### src/rtl/simd_mult_rr_scheduler_pkg.sv
// Shared mode encodings and the response record that travels from the
// multiplier result pipe into the response FIFO.
package simd_mult_pkg;

    localparam logic [1:0] MODE_16X16     = 2'b00;
    localparam logic [1:0] MODE_SUM_16X16 = 2'b01;
    localparam logic [1:0] MODE_SUM_8X8   = 2'b10;
    localparam logic [1:0] MODE_SUM_4X4   = 2'b11;

    // Wide enough for the largest supported requester count (8).
    localparam int RSP_ID_W = 3;

    typedef struct packed {
        logic [RSP_ID_W-1:0] id;
        logic [1:0]          mode;
        logic [31:0]         result_0;
        logic [31:0]         result_1;
        logic [3:0]          carry;
    } mult_rsp_t;

endpackage

### src/rtl/simd_mult_rr_scheduler_rr_arbiter.sv
// Round-robin arbiter: grants the first requester at or after the pointer
// and moves the pointer just past the winner whenever a grant is taken.
module rr_arbiter #(
    parameter int N_REQ = 4
) (
    input  logic                     clk_i,
    input  logic                     reset_i,
    input  logic [N_REQ-1:0]         req_i,
    input  logic                     advance_i,
    output logic [N_REQ-1:0]         grant_o,
    output logic [$clog2(N_REQ)-1:0] grant_id_o
);
    localparam int PW = $clog2(N_REQ);

    logic [PW-1:0] ptr_q;
    logic [PW-1:0] idx_s;
    logic          found_s;
    logic          take_s;

    // Scan requesters starting at the pointer, wrapping past the top index.
    always_comb begin
        grant_o    = '0;
        grant_id_o = '0;
        found_s    = 1'b0;
        idx_s      = '0;
        take_s     = 1'b0;
        for (int k = 0; k < N_REQ; k++) begin
            idx_s          = PW'((int'(ptr_q) + k) % N_REQ);
            take_s         = ~found_s & req_i[idx_s];
            grant_o[idx_s] = take_s;
            grant_id_o     = take_s ? idx_s : grant_id_o;
            found_s        = found_s | req_i[idx_s];
        end
    end

    // Pointer update: one past the granted requester, modulo N_REQ.
    always_ff @(posedge clk_i) begin
        if (reset_i) begin
            ptr_q <= '0;
        end else if (advance_i) begin
            ptr_q <= (grant_id_o == PW'(N_REQ - 1)) ? '0 : grant_id_o + PW'(1);
        end
    end

endmodule

### src/rtl/simd_mult_rr_scheduler.sv
// Shares one SIMD multiplier among N_REQ requesters: round-robin issue,
// fixed-latency result pipe and a credit-protected in-order response FIFO.
module simd_mult_rr_scheduler
    import simd_mult_pkg::*;
#(
    parameter int N_REQ      = 4,
    parameter int FIFO_DEPTH = 4,
    parameter int MUL_LAT    = 1
) (
    input  logic                     clk_i,
    input  logic                     reset_i,
    input  logic                     enable_i,
    input  logic [N_REQ-1:0]         req_valid_i,
    output logic [N_REQ-1:0]         req_ready_o,
    input  logic [16*N_REQ-1:0]      req_a_i,
    input  logic [16*N_REQ-1:0]      req_b_i,
    input  logic [N_REQ-1:0]         req_a_sign_i,
    input  logic [N_REQ-1:0]         req_b_sign_i,
    input  logic [2*N_REQ-1:0]       req_mode_i,
    output logic [15:0]              mul_a_o,
    output logic [15:0]              mul_b_o,
    output logic                     mul_a_sign_o,
    output logic                     mul_b_sign_o,
    output logic [1:0]               mul_mode_o,
    input  logic [31:0]              mul_result_0_i,
    input  logic [31:0]              mul_result_1_i,
    input  logic [3:0]               mul_carry_i,
    output logic                     rsp_valid_o,
    input  logic                     rsp_ready_i,
    output logic [$clog2(N_REQ)-1:0] rsp_id_o,
    output logic [1:0]               rsp_mode_o,
    output logic [31:0]              rsp_result_0_o,
    output logic [31:0]              rsp_result_1_o,
    output logic [3:0]               rsp_carry_o,
    output logic                     busy_o
);
    localparam int IDW = $clog2(N_REQ);
    localparam int CW  = $clog2(FIFO_DEPTH + 1);
    localparam int AW  = $clog2(FIFO_DEPTH);

    logic [CW-1:0]    credits_q, credits_d;
    logic             can_issue_s, issue_s, wr_s, pop_s;
    logic [N_REQ-1:0] grant_s;
    logic [IDW-1:0]   gnt_id_s, iss_id_q;
    logic             iss_v_q;
    logic [15:0]      sel_a_s, sel_b_s;
    logic             sel_as_s, sel_bs_s;
    logic [1:0]       sel_mode_s;
    mult_rsp_t        stage_in_s;
    mult_rsp_t        pipe_q [MUL_LAT];
    logic [MUL_LAT-1:0] pipe_v_q;
    mult_rsp_t        mem_q [FIFO_DEPTH];
    logic [AW-1:0]    wr_ptr_q, rd_ptr_q;
    logic [CW-1:0]    cnt_q;

    // Registered credits only: a pop in this cycle frees a slot next cycle.
    assign can_issue_s = enable_i & (credits_q != '0) & ~reset_i;
    assign issue_s     = |grant_s;
    assign req_ready_o = grant_s;

    rr_arbiter #(.N_REQ(N_REQ)) u_arb (
        .clk_i      (clk_i),
        .reset_i    (reset_i),
        .req_i      (req_valid_i & {N_REQ{can_issue_s}}),
        .advance_i  (issue_s),
        .grant_o    (grant_s),
        .grant_id_o (gnt_id_s)
    );

    // One-hot AND-OR selection of the granted requester's operands.
    always_comb begin
        sel_a_s    = '0;
        sel_b_s    = '0;
        sel_as_s   = 1'b0;
        sel_bs_s   = 1'b0;
        sel_mode_s = '0;
        for (int i = 0; i < N_REQ; i++) begin
            sel_a_s    = sel_a_s | ({16{grant_s[i]}} & req_a_i[i*16 +: 16]);
            sel_b_s    = sel_b_s | ({16{grant_s[i]}} & req_b_i[i*16 +: 16]);
            sel_as_s   = sel_as_s | (grant_s[i] & req_a_sign_i[i]);
            sel_bs_s   = sel_bs_s | (grant_s[i] & req_b_sign_i[i]);
            sel_mode_s = sel_mode_s | ({2{grant_s[i]}} & req_mode_i[i*2 +: 2]);
        end
    end

    // Multiplier port registers hold the last issued op until the next issue.
    always_ff @(posedge clk_i) begin
        if (reset_i) begin
            mul_a_o      <= '0;
            mul_b_o      <= '0;
            mul_a_sign_o <= 1'b0;
            mul_b_sign_o <= 1'b0;
            mul_mode_o   <= '0;
            iss_id_q     <= '0;
            iss_v_q      <= 1'b0;
        end else begin
            iss_v_q <= issue_s;
            if (issue_s) begin
                mul_a_o      <= sel_a_s;
                mul_b_o      <= sel_b_s;
                mul_a_sign_o <= sel_as_s;
                mul_b_sign_o <= sel_bs_s;
                mul_mode_o   <= sel_mode_s;
                iss_id_q     <= gnt_id_s;
            end
        end
    end

    assign stage_in_s = '{id:       RSP_ID_W'(iss_id_q),
                          mode:     mul_mode_o,
                          result_0: mul_result_0_i,
                          result_1: mul_result_1_i,
                          carry:    mul_carry_i};

    // Result pipe: stage 0 captures the multiplier output one cycle after issue.
    always_ff @(posedge clk_i) begin
        if (reset_i) begin
            pipe_v_q <= '0;
            for (int i = 0; i < MUL_LAT; i++) begin
                pipe_q[i] <= '0;
            end
        end else begin
            pipe_v_q[0] <= iss_v_q;
            pipe_q[0]   <= stage_in_s;
            for (int i = 1; i < MUL_LAT; i++) begin
                pipe_v_q[i] <= pipe_v_q[i-1];
                pipe_q[i]   <= pipe_q[i-1];
            end
        end
    end

    // Credits guarantee a free slot for every pipe entry, so writes never stall.
    assign wr_s  = pipe_v_q[MUL_LAT-1];
    assign pop_s = (cnt_q != '0) & rsp_ready_i;

    // Response FIFO storage and pointers.
    always_ff @(posedge clk_i) begin
        if (reset_i) begin
            wr_ptr_q <= '0;
            rd_ptr_q <= '0;
            cnt_q    <= '0;
            for (int i = 0; i < FIFO_DEPTH; i++) begin
                mem_q[i] <= '0;
            end
        end else begin
            if (wr_s) begin
                mem_q[wr_ptr_q] <= pipe_q[MUL_LAT-1];
                wr_ptr_q        <= wr_ptr_q + AW'(1);
            end
            if (pop_s) begin
                rd_ptr_q <= rd_ptr_q + AW'(1);
            end
            cnt_q <= cnt_q + CW'(wr_s) - CW'(pop_s);
        end
    end

    // Credit bookkeeping: issue consumes, pop returns.
    always_comb begin
        credits_d = credits_q;
        case ({issue_s, pop_s})
            2'b10:   credits_d = credits_q - CW'(1);
            2'b01:   credits_d = credits_q + CW'(1);
            default: credits_d = credits_q;
        endcase
    end

    // Credit register.
    always_ff @(posedge clk_i) begin
        if (reset_i) begin
            credits_q <= CW'(FIFO_DEPTH);
        end else begin
            credits_q <= credits_d;
        end
    end

    assign rsp_valid_o    = (cnt_q != '0);
    assign rsp_id_o       = mem_q[rd_ptr_q].id[IDW-1:0];
    assign rsp_mode_o     = mem_q[rd_ptr_q].mode;
    assign rsp_result_0_o = mem_q[rd_ptr_q].result_0;
    assign rsp_result_1_o = mem_q[rd_ptr_q].result_1;
    assign rsp_carry_o    = mem_q[rd_ptr_q].carry;
    assign busy_o         = (credits_q != CW'(FIFO_DEPTH));

endmodule

### config.mk
export PLATFORM = sky130hd
export DESIGN_NAME = simd_mult_rr_scheduler
export DESIGN_NICKNAME = d
export VERILOG_FILES = /design/src/rtl/simd_mult_rr_scheduler_pkg.sv /design/src/rtl/simd_mult_rr_scheduler_rr_arbiter.sv /design/src/rtl/simd_mult_rr_scheduler.sv
export SDC_FILE = /design/constraint.sdc
export NUM_CORES = 1
export LEC_CHECK = 0
export BUFFER_PORTS_ARGS = -buffer_cell sky130_fd_sc_hd__buf_2
export CORE_ASPECT_RATIO = 2
export CORE_UTILIZATION = 45
export CTS_CLUSTER_DIAMETER = 120
export DETAILED_ROUTE_END_ITERATION = 6
export GPL_ROUTABILITY_DRIVEN = 0
export GPL_TIMING_DRIVEN = 0
export PLACE_DENSITY = 0.7
export SLEW_MARGIN = 20
export SYNTH_ARGS = -nofsm -noshare
export SYNTH_HDL_FRONTEND = slang
export SYNTH_SLANG_ARGS = --single-unit
### constraint.sdc
create_clock -name clk_i -period 4.75 [get_ports clk_i]
set_input_delay 0.7125 -clock clk_i [delete_from_list [all_inputs] [get_ports clk_i]]
set_output_delay 0.7125 -clock clk_i [all_outputs]
set_load 0.005 [all_outputs]
==> flow_summary.toml <==
[worst_setup_path]
critPathRequiredTime_ns = 5.16
worstSetupEndpointType = "flop"
crit_type = "flop to flop"
critPathMaxFanout = 10
startpoint_type = "flop"
arrival_ns = 4.89

[sta]
worst_pin_slew_ns = 1.12
fmax_mhz = 223
min_period_over_period = 0.942
relSlewSlack = 0.255
setup_slack_ns = 0.274
hold_viol = 0
slew_viol_final = 0
clock_skew_ns = 0.0131
period_minus_slack_ns = 4.48
fin_tns_setup_ns = 0
setup_viol = 0

[routing]
drc = 0
postRouteAntennaNets = 0
routed_wl_mm = 46.5
dr.pass1.iters = 5
vias = 11600
wire_per_inst_um = 21.1
viasPerCell = 5.25
drt_iter0_markers = 603

[logic_synthesis]
synth_fa_ha_area_frac = 0.00736
yosys.area.top_type_share = 0.498
ys_types = 49
syn_area_um2 = 17300
ys_seq_area_frac = 0.644
synth_flop_cell = "edfxtp_1"
synth_mux_area_frac = 0.0979
synth_top_area_cell = "edfxtp_1"
synth_common_cells = "288 x edfxtp_1, 194 x nor2_1, 126 x dfxtp_1"
synth_top_family_by_area = "simple AND/OR/NAND/NOR gates"
synthArstFlopShare = 0
synth_xor_xnor_area_share = 0.00454
synth_edf_count = 288
synth_nets = 1496
avgSynthCellArea_um2 = 13.7
ys_ff_latch = 414
yosys.area_share.simple = 0.125
synth_compound_area_frac = 0.0793
ys_warn_count = 0
synth_cells = 1267
synth.most_common_cell = "edfxtp_1"
synth_area_leaders = "edfxtp_1 50%, dfxtp_1 15%, mux4_2 9.7%"

[clock_network]
insertion_delay_ns = 0.53
cts_tree = "done"
h-tree-depth = 2
hold_buffers = 0
ctsRootBufferMaster = "clkbuf_16"
clockBufferDepth = 3
cts_buffers = 38
numClockSinks = 414
path_clk_slew_ns = 0.07

[floorplan]
dieHeight_um = 280
placementRows = 101
die_area_um2 = 39400
die_w_um = 141
ios = 334
start_util = 0.456
core_um2 = 38000

[power]
power_w = 0.0118
p_leak_nw = 8.70
ir_drop_mv = 0.594
p_per_area_nw_per_um2 = 553

[placement]
dp_hpwl_mm = 33.9
preCtsSetupSlack_ns = -0.0350
dp_cells = 2129
numPortBuffers = 332

[final_layout]
fin_cells = 2204
drive_gt1_frac = 0.343
n_fill_cell = 3046
layout.nets = 1884
areaGrowthSynthToFinish_pct = 22.9
post-route-util = 0.561

[global_route]
grt_pass1_wl_mm = 70.2
grtUsageTotal = 0.242
antenna_found_initial = 7
grt_pass1_vias = 12600
grt_start_max_net_pins = 31
overflow = 0

[hold_path]
hold_start = "mul_result_1_i[1]"
min_path_type = "input port to flop"

[status]
status = "complete, no violations"

[job]
cap_violations = 0
critical path, stage by stage, from the launching register on:
cell      delay (ns)
dfxtp_4         0.40
buf_6           0.15
inv_1           0.09
ha_1            0.29
clkbuf_4        0.18
mux4_2          0.57
nand3b_1        0.11
a211o_1         0.12
a22oi_1         0.08
or4_1           0.55
buf_6           0.18
inv_8           0.10
buf_8           0.16
ha_2            0.20
inv_1           0.05
fa_1            0.37
xor2_1          0.16
o21ai_0         0.12
or3b_2          0.45
what timing repair did:
action | in CTS | in global routing
endpoints found under the hold margin | 0 | 0
setup endpoints to repair | 1 | 1
resized for setup | 1 | 7
buffers inserted | 0 | 1
layout make-up:
class	instances	area, um2	area share
Clock buffer	44	1000	0.0471
Antenna cell	5	12.5	0.000587
Clock inverter	25	300	0.0141
Inverter	82	315	0.0148
Timing Repair Buffer	348	1960	0.0919
Multi-Input combinational cell	683	5500	0.258
Tap cell	515	644	0.0302
Buffer	88	420	0.0197
Sequential cell	414	11200	0.524
routing by layer:
layer | GRT usage | routed length, um | vias to the layer above
met2 | 0.472 | 25900 | 466
met1 | 0.226 | 14600 | 5639
met3 | 0.0422 | 2680 | 145
met5 | 0 | 14 | -
li1 | - | - | 5321
met4 | 0.158 | 3240 | 2
path summary, 6_finish.rpt:
check | slack [ns] | depth (start not counted) | endpoint
setup reg to reg | 0.27 | 18 | credits_q[2]$_SDFFE_PP1P_
hold reg to reg | 0.43 | 1 | pipe_v_q$_SDFF_PP0_
hold / removal | 0.38 | 2 | pipe_q[0][5]$_SDFF_PP0_
setup / recovery | 0.27 | 18 | credits_q[2]$_SDFFE_PP1P_
metrics by stage:
stage / hold slack [ns] / area [um2]
2_1_floorplan: 0.414 / 17300
3_5_place_dp: 0.420 / 20000
3_3_place_gp: 0.421 / 19700
4_1_cts: 0.361 / 21300
5_1_grt: 0.381 / 21300
6_report: 0.382 / 21300
state kept, by name (all words and copies together), names as in the netlist, 2 cells and up, named ones only:
| signal | cells |
|---|---|
| mul_b_o | 16 |
| credits_q | 3 |
| pipe_q | 72 |
| cnt_q | 3 |
| mul_a_o | 16 |
| iss_id_q | 2 |
| rd_ptr_q | 2 |
| mul_mode_o | 2 |
| mem_q | 288 |
| wr_ptr_q | 2 |
cell families (layout without fill, tap and decap cells):
logic type	after synthesis	after routing
other	0	5
AOI/OAI and AO/OA	139	139
and+or+nand+nor	450	450
xor gates and xnor gates	9	9
muxes	76	76
buffers and inverters	170	587
DFF	414	414
adders and majority gates	9	9
placed cells by master (no fill, tap or decap), types with 6 or more instances in the layout:
cell       instances
edfxtp_1         288
and2_1            73
nor2_1           194
mux4_2            75
a31oi_1            6
inv_1             81
nor2b_1           75
bufinv_16          6
buf_12             8
a211oi_2          27
clkbuf_1          55
a221oi_1           7
buf_2            349
a221oi_2          27
a22oi_1           42
clkinv_2           7
dfxtp_1          124
buf_1             12
nand3b_1           9
ha_1               6
a211oi_1           9
clkbuf_16         39
nand2_1           80
where the power goes:
part	total (W)	internal (W)	switching, W
Sequential	0.00447	0.00428	0.000181
Clock	0.00323	0.00186	0.00137
Combinational	0.00409	0.00176	0.00234
Total	0.0118	0.00791	0.00388
Note: power is estimated with default switching activity, not from simulation.
